==> src/rtl/ofm_packer.sv <==
// ofm_packer: queues whole OFM vectors and serializes them onto output words.
// Optional OFM_PACK_CNT_EN adds a vec_count output of completed vectors.
module ofm_packer #(
  parameter int NUM_OF_OUTPUTS = 9,
  parameter int OFM_WIDTH      = 8,
  parameter int OUTPUT_WIDTH   = 32,
  parameter int DEPTH          = 4
) (
  input  logic                                clk,
  input  logic                                rst_n,
  input  logic                                in_valid,
  output logic                                in_ready,
  input  logic [NUM_OF_OUTPUTS*OFM_WIDTH-1:0] ofm_input,
  output logic                                out_valid,
  input  logic                                out_ready,
  output logic [OUTPUT_WIDTH-1:0]             ofm_output,
`ifdef OFM_PACK_CNT_EN
  output logic [15:0]                         vec_count,
`endif
  output logic                                out_last
);

  localparam int VW    = NUM_OF_OUTPUTS * OFM_WIDTH;
  localparam int LANES = OUTPUT_WIDTH / OFM_WIDTH;
  localparam int WORDS = (NUM_OF_OUTPUTS + LANES - 1) / LANES;
  localparam int PW    = $clog2(DEPTH);
  localparam int CW    = $clog2(DEPTH + 1);
  localparam int XW    = (WORDS > 1) ? $clog2(WORDS) : 1;

  logic [VW-1:0] mem_q [DEPTH];
  logic [PW-1:0] wr_q, wr_d;
  logic [PW-1:0] rd_q, rd_d;
  logic [CW-1:0] cnt_q, cnt_d;
  logic [XW-1:0] idx_q, idx_d;
  logic          live_q;
  logic          push, hs, pop, last;
  logic [WORDS*OUTPUT_WIDTH-1:0] pad;

  // live_q keeps in_ready low until the first edge after reset release
  assign in_ready  = live_q && (cnt_q != CW'(DEPTH));
  assign out_valid = (cnt_q != '0);
  assign last      = (idx_q == XW'(WORDS - 1));
  assign out_last  = out_valid && last;
  assign push      = in_valid && in_ready;
  assign hs        = out_valid && out_ready;
  assign pop       = hs && last;

  always_comb begin
    wr_d  = push ? wr_q + 1'b1 : wr_q;
    rd_d  = pop ? rd_q + 1'b1 : rd_q;
    idx_d = idx_q;
    if (hs) idx_d = last ? '0 : idx_q + 1'b1;
    cnt_d = cnt_q;
    unique case (1'b1)
      (push && !pop): cnt_d = cnt_q + 1'b1;
      (pop && !push): cnt_d = cnt_q - 1'b1;
      default: ;
    endcase
  end

  always_ff @(posedge clk or negedge rst_n) begin
    if (!rst_n) begin
      wr_q   <= '0;
      rd_q   <= '0;
      cnt_q  <= '0;
      idx_q  <= '0;
      live_q <= 1'b0;
    end else begin
      wr_q   <= wr_d;
      rd_q   <= rd_d;
      cnt_q  <= cnt_d;
      idx_q  <= idx_d;
      live_q <= 1'b1;
    end
  end

  always_ff @(posedge clk) begin
    if (push) mem_q[wr_q] <= ofm_input;
  end

  // element k sits at bit k*OFM_WIDTH of the zero-padded head entry
  always_comb begin
    pad           = '0;
    pad[VW-1:0]   = mem_q[rd_q];
    ofm_output    = '0;
    if (out_valid) begin
      for (int w = 0; w < WORDS; w++) begin
        if (idx_q == XW'(w))
          ofm_output = pad[w*OUTPUT_WIDTH +: OUTPUT_WIDTH];
      end
    end
  end

`ifdef OFM_PACK_CNT_EN
  logic [15:0] vc_q;

  always_ff @(posedge clk or negedge rst_n) begin
    if (!rst_n)   vc_q <= '0;
    else if (pop) vc_q <= vc_q + 16'd1;
  end

  assign vec_count = vc_q;
`endif

endmodule

==> config.mk <==
export PLATFORM = sky130hd
export DESIGN_NAME = ofm_packer
export DESIGN_NICKNAME = d
export VERILOG_FILES = /design/src/rtl/ofm_packer.sv
export SDC_FILE = /design/constraint.sdc
export NUM_CORES = 1
export LEC_CHECK = 0
export CORE_MARGIN = 10
export CORE_UTILIZATION = 40
export DETAILED_ROUTE_END_ITERATION = 10
export PLACE_DENSITY_LB_ADDON = 0.25
export REMOVE_ABC_BUFFERS = 1
export SETUP_SLACK_MARGIN = 0.4
export SYNTH_ARGS = -nofsm -noshare
export SYNTH_HDL_FRONTEND = slang
export SYNTH_SLANG_ARGS = --single-unit
==> constraint.sdc <==
create_clock -name clk -period 8.84 [get_ports clk]
set_input_delay 1.768 -clock clk [delete_from_list [all_inputs] [get_ports clk]]
set_output_delay 1.768 -clock clk [all_outputs]
set_load 0.01 [all_outputs]
==> impl_metrics.toml, run 1 <==
[power]
ir_worst_vdd_mv = 0.155
sw_frac_of_total = 0.283
power.switching_mw = 1.23
fin_total_pwr_mw = 4.36
intPower_mw = 3.12
cellLeakagePower_nw = 4.51
seqPwrFrac = 0.438
pwr-share-clk = 0.273
fraction_of_power_consumed_by_combinational_cells = 0.289
pd_cells_nw_per_um2 = 312

[worst_setup_path]
worst_setup_path_endpoint = "ofm_output[7]"
worst_ep_arrival_time_ns = 3.61
worstPathCellList = "buf_4 -> mux4_2 -> mux2i_1 -> o21ai_1 -> clkdlybuf4s50_1"
critPathLaunchType = "flip-flop"
critical_path.max_stage_delay_ns = 1.11
critical_path_required_ns = 7.07
flop_to_flop_setup_slack_ns = 6.40
critical_path.top_delay_family = "flip-flops"
worst-path-max-fanout = 50
criticalPathCategory = "flip-flop to primary output"
slowest_stage = "sky130_fd_sc_hd__dfrtp_4"
critical_path_depth = 5
crit_start = "rd_q[0]"
reg2reg_to = "mem_q[1][9]"
timing.critical_path.buf_inv = 2
r2r_start = "cnt_q[2]"
cp-end-kind = "primary output"
worstRegToRegCells = 4

[sta]
grt_setup_unrepaired = "no"
min_period_over_period = 0.609
post_route_setup_tns_ns = 0
fmax_mhz = 186
pins_over_slew_limit = 0
tightestPinTransition_ns = 1.05
finalWorstSetupSlack_ns = 3.46
timing.final.setup_violations = 0
timing.final.crit_period_ns = 5.38
final.setup_skew_ns = 0.00975
hold_ws_ns = 0.578
timing.slew.headroom = 0.299
final_hold_viol_count = 0

[logic_synthesis]
post_synth_inst_count = 521
number_of_different_library_cells_in_the_post_synthesis_netlist = 36
synth_top_family_by_area = "multiplexers"
synth-compound-area-share = 0.0121
synth_adder_area_share = 0.00716
yosys-mux-area-fraction = 0.168
ys_ff_latch = 298
yosys.area_share.simple = 0.0192
post-synth-top-area-cell = "sky130_fd_sc_hd__edfxtp_1"
post_synth_xor_area_fraction = 0.00455
synth_top_cells_by_area = "sky130_fd_sc_hd__edfxtp_1 (75%), sky130_fd_sc_hd__mux4_2 (13%), sky130_fd_sc_hd__mux2i_1 (2.4%)"
synth_area_um2 = 11500
ys_seq_area_frac = 0.771
postSynthAreaPerCell_um2 = 22.1
synthDominantCellAreaShare = 0.750
yosysWarnings = 0

[global_routing]
met1_use_gr = 0.150
gr-total-overflow = 0
grt.met2_usage = 0.220
gr_util_met3 = 0.0353
gr-usage-all-layers = 0.125
grt_busiest_layer = "met2"
antenna_found_initial = 1
grt_pass1_wl_um = 35100
vias_in_the_first_global_route = 5992
grt_max_degree = 60

[place]
finalWeightedCongestion = 0.713
placed_cells_incl_taps = 996
dp.final_hpwl_um = 13400
post-place-ws_ns = 3.92
port_buffers = 110

[cts]
h-tree-depth = 1
path_clk_slew_ns = 0.06
post_cts_hold_buffer_count = 0
cts-root-to-sink-buffers = 3
tritoncts = "done"
cts_buf_count = 31
cts_post_setup_buffers_inserted = 0
cts_resized = 0
worstSkewPairLatency_ns = 0.54
clock_sink_count = 298
ctsRootBufferMaster = "sky130_fd_sc_hd__clkbuf_16"

[route]
avgRoutedWirePerCell_um = 21.8
length_of_the_first_detailed_routing_pass_in_iterations = 5
detailroute.via_count = 5368
totalWireLength_um = 23000
detail-route-antenna-nets = 0
first_iter_violations = 317
route.detailed.drc = 0
vias_per_cell = 5.10

[worst_hold_path]
hold_path.class = "flip-flop to flip-flop"

[final_layout]
finalNetCount = 727
final_cell_count_no_fill = 1053
drive_gt1_frac = 0.208
area.growth.synth_to_final_pct = 21.0

[floorplan]
boundaryPins = 111
die-area_um2 = 36000
core_um2 = 28500
num_rows = 62
initial_core_util = 0.404
die-width_um = 190
die_height_um = 190

[job]
timing.max_cap.violations = 0

[run_status]
status = "finished clean"
-- synth_stat cells --
cell,number
sky130_fd_sc_hd__a211oi_1,5
sky130_fd_sc_hd__and2_1,4
sky130_fd_sc_hd__and3_1,1
sky130_fd_sc_hd__buf_12,1
sky130_fd_sc_hd__buf_2,11
sky130_fd_sc_hd__buf_4,7
sky130_fd_sc_hd__buf_6,1
sky130_fd_sc_hd__buf_8,1
sky130_fd_sc_hd__clkbuf_1,4
sky130_fd_sc_hd__conb_1,1
sky130_fd_sc_hd__dfrtp_1,10
sky130_fd_sc_hd__edfxtp_1,288
sky130_fd_sc_hd__fa_1,1
sky130_fd_sc_hd__ha_1,5
sky130_fd_sc_hd__inv_1,8
sky130_fd_sc_hd__inv_2,1
sky130_fd_sc_hd__mux2_2,13
sky130_fd_sc_hd__mux2i_1,28
sky130_fd_sc_hd__mux4_2,67
sky130_fd_sc_hd__nand2_1,7
sky130_fd_sc_hd__nand2b_1,1
sky130_fd_sc_hd__nand3_1,3
sky130_fd_sc_hd__nand3b_1,1
sky130_fd_sc_hd__nand4_1,1
sky130_fd_sc_hd__nor2_1,26
sky130_fd_sc_hd__nor2b_1,2
sky130_fd_sc_hd__nor3_2,1
sky130_fd_sc_hd__o21ai_0,1
sky130_fd_sc_hd__o21ai_1,2
sky130_fd_sc_hd__o21bai_1,5
sky130_fd_sc_hd__o22ai_1,5
sky130_fd_sc_hd__o311a_1,1
sky130_fd_sc_hd__o31a_1,1
sky130_fd_sc_hd__or3b_2,1
sky130_fd_sc_hd__xnor2_1,4
sky130_fd_sc_hd__xor2_1,2
-- cell families after synthesis --
family,count (synthesis)
adders and majority gates,6
muxes,108
buffers and inverters,34
AOI/OAI and AO/OA,20
xor gates and xnor gates,6
DFF,298
other,1
and+or+nand+nor,48
-- stage by stage --
step / area, um2 / util
after global routing: 14000 / 0.489
final: 14000 / 0.489
after detailed placement: 13000 / 0.456
after floorplan: 11400 / -
after CTS: 14000 / 0.489
after global placement: 13000 / 0.456
-- registers in the layout, summed over array words and instances (netlist names) --
signal / flops
wr_q: 2
cnt_q: 3
rd_q: 2
mem_q: 288
idx_q: 2
live_q: 1
-- worst min-delay path by stage --
stage | cells past startpoint | from | slack, ns | to
finish | 1 | cnt_q[0] | 0.58 | cnt_q[0]
global route | 1 | cnt_q[0] | 0.61 | cnt_q[0]
CTS | 1 | cnt_q[0] | 0.58 | cnt_q[0]
detailed placement | 1 | cnt_q[0] | 0.57 | cnt_q[0]
global placement | 1 | cnt_q[0] | 0.54 | cnt_q[0]
floorplan | 1 | cnt_q[0] | 0.52 | cnt_q[0]
-- cell usage in the layout (no fill, tap or decap), types with 2 or more instances in the layout --
cell and n:
sky130_fd_sc_hd__clkinvlp_4 2, sky130_fd_sc_hd__and2_4 4, sky130_fd_sc_hd__clkinv_1 9, sky130_fd_sc_hd__edfxtp_1 288
sky130_fd_sc_hd__xnor2_1 4, sky130_fd_sc_hd__o21bai_1 5, sky130_fd_sc_hd__a211oi_1 5, sky130_fd_sc_hd__xor2_1 2
sky130_fd_sc_hd__inv_1 8, sky130_fd_sc_hd__dfrtp_1 7, sky130_fd_sc_hd__clkinv_2 6, sky130_fd_sc_hd__nor2_1 26
sky130_fd_sc_hd__o22ai_1 5, sky130_fd_sc_hd__mux2_2 13, sky130_fd_sc_hd__nor2b_1 2, sky130_fd_sc_hd__ha_1 5
sky130_fd_sc_hd__dfrtp_4 2, sky130_fd_sc_hd__clkdlybuf4s50_1 110, sky130_fd_sc_hd__nand3_1 3, sky130_fd_sc_hd__mux4_2 67
sky130_fd_sc_hd__bufinv_16 2, sky130_fd_sc_hd__o21ai_1 2, sky130_fd_sc_hd__buf_4 6, sky130_fd_sc_hd__mux2i_1 28
sky130_fd_sc_hd__nand2_1 7, sky130_fd_sc_hd__clkbuf_1 5, sky130_fd_sc_hd__clkbuf_16 31
-- area by class of cell --
cell class | instances | area, um2
Fill cell | 2393 | 14600
Antenna cell | 1 | 2.50
Multi-Input combinational cell | 189 | 2450
Sequential cell | 298 | 8910
Clock inverter | 20 | 148
Tap cell | 384 | 480
Clock buffer | 36 | 795
Timing Repair Buffer | 116 | 1150
Inverter | 9 | 33.8
-- power groups by stage --
stage / Sequential, mW / Combinational, mW / Clock, mW
finish: 1.91 / 1.26 / 1.19
global route: 1.94 / 1.37 / 1.28
CTS: 1.92 / 1.30 / 1.23
detailed placement: 1.95 / 1.29 / 0
global placement: 1.94 / 1.27 / 0
floorplan: 1.93 / 0.761 / 0
-- routing by layer --
layer / wire [um] / part of all wire
met3: 1380 / 0.060
met5: 0 / 0
met4: 403 / 0.018
met2: 11700 / 0.51
met1: 9460 / 0.41
Power figures use the tool's default switching activity.
==> run 2: changes to the inputs <==
clock period = 4.7 ns   (was 8.84 ns; I/O delays follow)
==> impl_metrics.toml, run 2 (same netlist as run 1, synthesis figures left out) <==
[final_layout]
reg.largest.list = "mem_q: 288 flops, cnt_q: 3 flops"
finalNetCount = 725
n_fill_cell = 2378
largest_register_ff_count = 288
final_cell_count_no_fill = 1053
area.growth.synth_to_final_pct = 22.1
most-common-layout-cells = "sky130_fd_sc_hd__edfxtp_1 (288), sky130_fd_sc_hd__clkdlybuf4s50_1 (110), sky130_fd_sc_hd__mux4_2 (67)"
drive_gt1_frac = 0.213
max_flop_register = "mem_q"
mostFrequentLayoutCell = "sky130_fd_sc_hd__edfxtp_1"

[place]
post-place-ws_ns = 1.15
port_buffers = 110
placed_cells_incl_taps = 994
finalWeightedCongestion = 0.702
dp.final_hpwl_um = 13200

[worst_setup_path]
worst-path-max-fanout = 32
worstPathCellList = "buf_4 -> mux4_2 -> mux2i_1 -> nor2_1 -> clkdlybuf4s50_1"
cp-end-kind = "primary output"
critical_path_required_ns = 3.76
timing.critical_path.buf_inv = 2
critPathLaunchType = "flip-flop"
criticalPathCategory = "flip-flop to primary output"
worst_ep_arrival_time_ns = 3.11
critical_path.top_delay_family = "buffers and inverters"
critical_path.max_stage_delay_ns = 0.83
slowest_stage = "sky130_fd_sc_hd__dfrtp_4"

[floorplan]
die-width_um = 190
core_um2 = 28500
num_rows = 62
die-area_um2 = 36000
boundaryPins = 111
die_height_um = 190
initial_core_util = 0.404

[cts]
cts_post_setup_buffers_inserted = 0
tritoncts = "done"
cts-root-to-sink-buffers = 3
path_clk_slew_ns = 0.06
worstSkewPairLatency_ns = 0.54
post_cts_hold_buffer_count = 0
h-tree-depth = 1
cts_buf_count = 31
clock_sink_count = 298
ctsRootBufferMaster = "sky130_fd_sc_hd__clkbuf_16"
cts_resized = 0

[route]
met3_wire_length_um = 1430
routed.top_layer = "met4"
avgRoutedWirePerCell_um = 21.7
first_iter_violations = 329
detail-route-antenna-nets = 0
routedLengthMet1_um = 9670
totalWireLength_um = 22900
vias_per_cell = 5.09
detailroute.via_count = 5355
route.detailed.drc = 0
length_of_the_first_detailed_routing_pass_in_iterations = 4
detailroute.wirelength.met2_um = 11400

[sta]
finalWorstSetupSlack_ns = 0.647
fmax_mhz = 247
timing.final.setup_violations = 0
tightestPinTransition_ns = 1.16
final_hold_viol_count = 0
min_period_over_period = 0.862
grt_setup_unrepaired = "no"
final.setup_skew_ns = 0.00638
timing.final.crit_period_ns = 4.05
pins_over_slew_limit = 0
hold_ws_ns = 0.578
timing.slew.headroom = 0.225

[global_routing]
grt_max_degree = 73
grt_pass1_wl_um = 35500
antenna_found_initial = 2
gr-usage-all-layers = 0.126
vias_in_the_first_global_route = 6073
gr-total-overflow = 0

[power]
ir_worst_vdd_mv = 0.300
cellLeakagePower_nw = 4.58
fin_total_pwr_mw = 8.50
pd_cells_nw_per_um2 = 603

[job]
timing.max_cap.violations = 0

[run_status]
status = "finished clean"

[worst_hold_path]
hold_path.class = "flip-flop to flip-flop"
[run 2: cell types whose count changed in the layout (fill, tap and decap cells not counted)]
cell / previous run / this run
sky130_fd_sc_hd__clkbuf_8: 0 / 2
sky130_fd_sc_hd__clkinvlp_4: 2 / 0
sky130_fd_sc_hd__clkinv_1: 9 / 5
sky130_fd_sc_hd__clkinv_2: 6 / 8
sky130_fd_sc_hd__buf_4: 6 / 2
sky130_fd_sc_hd__buf_12: 0 / 2
sky130_fd_sc_hd__bufinv_16: 2 / 6
sky130_fd_sc_hd__inv_6: 1 / 0
sky130_fd_sc_hd__diode_2: 1 / 2
[run 2: cell type report]
type                    count  area (um2)  share of cell area
flip-flops and latches    298        8910               0.632
multi-input cells         189        2450               0.174
repair buffers            114        1160              0.0820
clock buffers              38         822              0.0583
well taps                 384         480              0.0341
clock inverters            19         239              0.0170
inverters                   9        33.8             0.00240
diodes                      2        5.00            0.000355
[run 2: report_power, final]
group	switching (mW)	internal, mW	leakage, nW
clock	0.958	1.56	0.526
combinational	1.08	1.34	1.33
sequential	0.310	3.25	2.73
[run 2: worst paths after layout]
check                      startpoint             end  cells after the start  slack (ns)
max                           rd_q[0]  ofm_output[29]                      5        0.65
min                          cnt_q[0]        cnt_q[0]                      1        0.58
max reg2reg                  idx_q[0]        cnt_q[2]                      9        2.03
min reg2reg                  cnt_q[0]        cnt_q[0]                      1        0.58
max in group asynchronous       rst_n         rd_q[0]                      1        3.58
min in group asynchronous       rst_n        cnt_q[0]                      1        0.74
[run 2: routing by layer]
metal / up-vias / track usage
met5: - / 0
met4: 0 / 0.0266
met3: 37 / 0.0331
met2: 147 / 0.212
met1: 2783 / 0.162
li1: 2388 / -
[run 2: through the flow]
stage | util | setup TNS [ns] | instance area (um2)
global route | 0.494 | 0 | 14100
detailed placement | 0.456 | 0 | 13000
floorplan | - | -0.255 | 11400
finish | 0.494 | 0 | 14100
global placement | 0.456 | 0 | 13000
CTS | 0.493 | 0 | 14100
==> run 3: changes to the inputs <==
MAX_ROUTING_LAYER = met4   (was default)
==> impl_metrics.toml, run 3 (same netlist as run 1, synthesis figures left out) <==
[run_status]
status = "finished clean"

[power]
pd_cells_nw_per_um2 = 604
ir_worst_vdd_mv = 0.300
cellLeakagePower_nw = 4.58

[sta]
grt_setup_unrepaired = "no"
hold_ws_ns = 0.578
final.setup_skew_ns = 0.00736
finalWorstSetupSlack_ns = 0.651
fmax_mhz = 247
timing.final.setup_violations = 0
timing.final.crit_period_ns = 4.05
pins_over_slew_limit = 0
min_period_over_period = 0.862
timing.slew.headroom = 0.223
final_hold_viol_count = 0
post_route_setup_tns_ns = 0
tightestPinTransition_ns = 1.16

[worst_setup_path]
critical_path.max_stage_delay_ns = 0.83
critical_path_depth = 5
worst_ep_arrival_time_ns = 3.11
critPathLaunchType = "flip-flop"
criticalPathCategory = "flip-flop to primary output"
worstPathCellList = "buf_4 -> mux4_2 -> mux2i_1 -> nor2_1 -> clkdlybuf4s50_1"
worstRegToRegCells = 9
slowest_stage = "sky130_fd_sc_hd__dfrtp_4"
cp-end-kind = "primary output"
timing.critical_path.buf_inv = 2
critical_path.top_delay_family = "buffers and inverters"
critical_path_required_ns = 3.76
worst-path-max-fanout = 32

[final_layout]
most-common-layout-cells = "sky130_fd_sc_hd__edfxtp_1 (288), sky130_fd_sc_hd__clkdlybuf4s50_1 (110), sky130_fd_sc_hd__mux4_2 (67)"
area.growth.synth_to_final_pct = 22.1
largest_register_ff_count = 288
reg.largest.list = "mem_q: 288 flops, cnt_q: 3 flops"
drive_gt1_frac = 0.213
max_flop_register = "mem_q"
n_fill_cell = 2378
mostFrequentLayoutCell = "sky130_fd_sc_hd__edfxtp_1"
finalInstanceArea_um2 = 14100
finalNetCount = 725

[cts]
worstSkewPairLatency_ns = 0.54
cts_buf_count = 31
ctsRootBufferMaster = "sky130_fd_sc_hd__clkbuf_16"
cts_post_setup_buffers_inserted = 0
cts_resized = 0
h-tree-depth = 1
post_cts_hold_buffer_count = 0
path_clk_slew_ns = 0.06
tritoncts = "done"
clock_sink_count = 298
cts-root-to-sink-buffers = 3

[worst_hold_path]
worst_hold_path.num_cells = 1
hold_path.class = "flip-flop to flip-flop"

[place]
post-place-ws_ns = 1.15
port_buffers = 110
dp.final_hpwl_um = 13200
finalWeightedCongestion = 0.710
post_dp_cell_area_um2 = 13000

[global_routing]
antenna_found_initial = 2
vias_in_the_first_global_route = 6073
gr-total-overflow = 0
gr-usage-all-layers = 0.130
grt_max_degree = 73
grt_pass1_wl_um = 35600

[route]
detailroute.via_count = 5359
route.detailed.drc = 0
totalWireLength_um = 22900
vias_per_cell = 5.09
detail-route-antenna-nets = 0
first_iter_violations = 273
length_of_the_first_detailed_routing_pass_in_iterations = 4
avgRoutedWirePerCell_um = 21.8

[floorplan]
initial_core_util = 0.404
core_um2 = 28500
num_rows = 62
boundaryPins = 111
die_height_um = 190
die-width_um = 190
die-area_um2 = 36000

[job]
timing.max_cap.violations = 0
## run 3: cell counts in the layout (fill, tap and decap cells not counted)
No cell type changed its count.
## run 3: layout make-up
type | instances | area, um2 | area share
clock buffer | 38 | 822 | 0.0583
timing repair buffer | 114 | 1160 | 0.0820
antenna | 2 | 5.00 | 0.000355
sequential | 298 | 8910 | 0.632
clock inverter | 19 | 239 | 0.0170
multi-input combinational | 189 | 2450 | 0.174
inverter | 9 | 33.8 | 0.00240
tap | 384 | 480 | 0.0341
## run 3: path summary, 6_finish.rpt
kind	to	slack, ns	start
setup reg to reg	cnt_q[2]	2.04	idx_q[0]
hold / removal	cnt_q[0]	0.58	cnt_q[0]
max in group asynchronous	rd_q[1]	3.57	rst_n
min in group asynchronous	rd_q[0]	0.74	rst_n
hold reg to reg	cnt_q[0]	0.58	cnt_q[0]
setup / recovery	ofm_output[29]	0.65	rd_q[0]
## run 3: power breakdown
| part | total, mW | leakage, nW | internal, mW | switching (mW) |
|---|---|---|---|---|
| Clock | 2.53 | 0.526 | 1.56 | 0.966 |
| Sequential | 3.56 | 2.73 | 3.25 | 0.309 |
| Combinational | 2.42 | 1.33 | 1.34 | 1.08 |
## run 3: worst reg2reg max path, cell delays in order, from the launching register on
cell and delay, ns:
sky130_fd_sc_hd__dfrtp_2 0.56, sky130_fd_sc_hd__buf_12 0.29, sky130_fd_sc_hd__nor2b_1 0.40, sky130_fd_sc_hd__and3_1 0.27
sky130_fd_sc_hd__ha_1 0.19, sky130_fd_sc_hd__inv_1 0.06, sky130_fd_sc_hd__fa_1 0.38, sky130_fd_sc_hd__xor2_1 0.17
sky130_fd_sc_hd__nor2_1 0.12, sky130_fd_sc_hd__xnor2_1 0.14
## run 3: metal layers
| layer | track usage | wire (um) | up-vias | part of all wire |
|---|---|---|---|---|
| met1 | 0.165 | 10000 | 2798 | 0.44 |
| li1 | - | - | 2387 | - |
| met3 | 0.0291 | 1170 | 37 | 0.051 |
| met5 | - | 0 | - | 0 |
| met4 | 0.0266 | 412 | 0 | 0.018 |
| met2 | 0.211 | 11300 | 137 | 0.49 |
## run 3: per-stage QoR
| step | power (mW) | std cells | utilization |
|---|---|---|---|
| 2_1_floorplan | 5.07 | 496 | - |
| 3_3_place_gp | 6.06 | 994 | 0.456 |
| 3_5_place_dp | 6.12 | 994 | 0.456 |
| 4_1_cts | 8.65 | 1051 | 0.493 |
| 5_1_grt | 8.94 | 1053 | 0.494 |
| 6_report | 8.51 | 1053 | 0.494 |
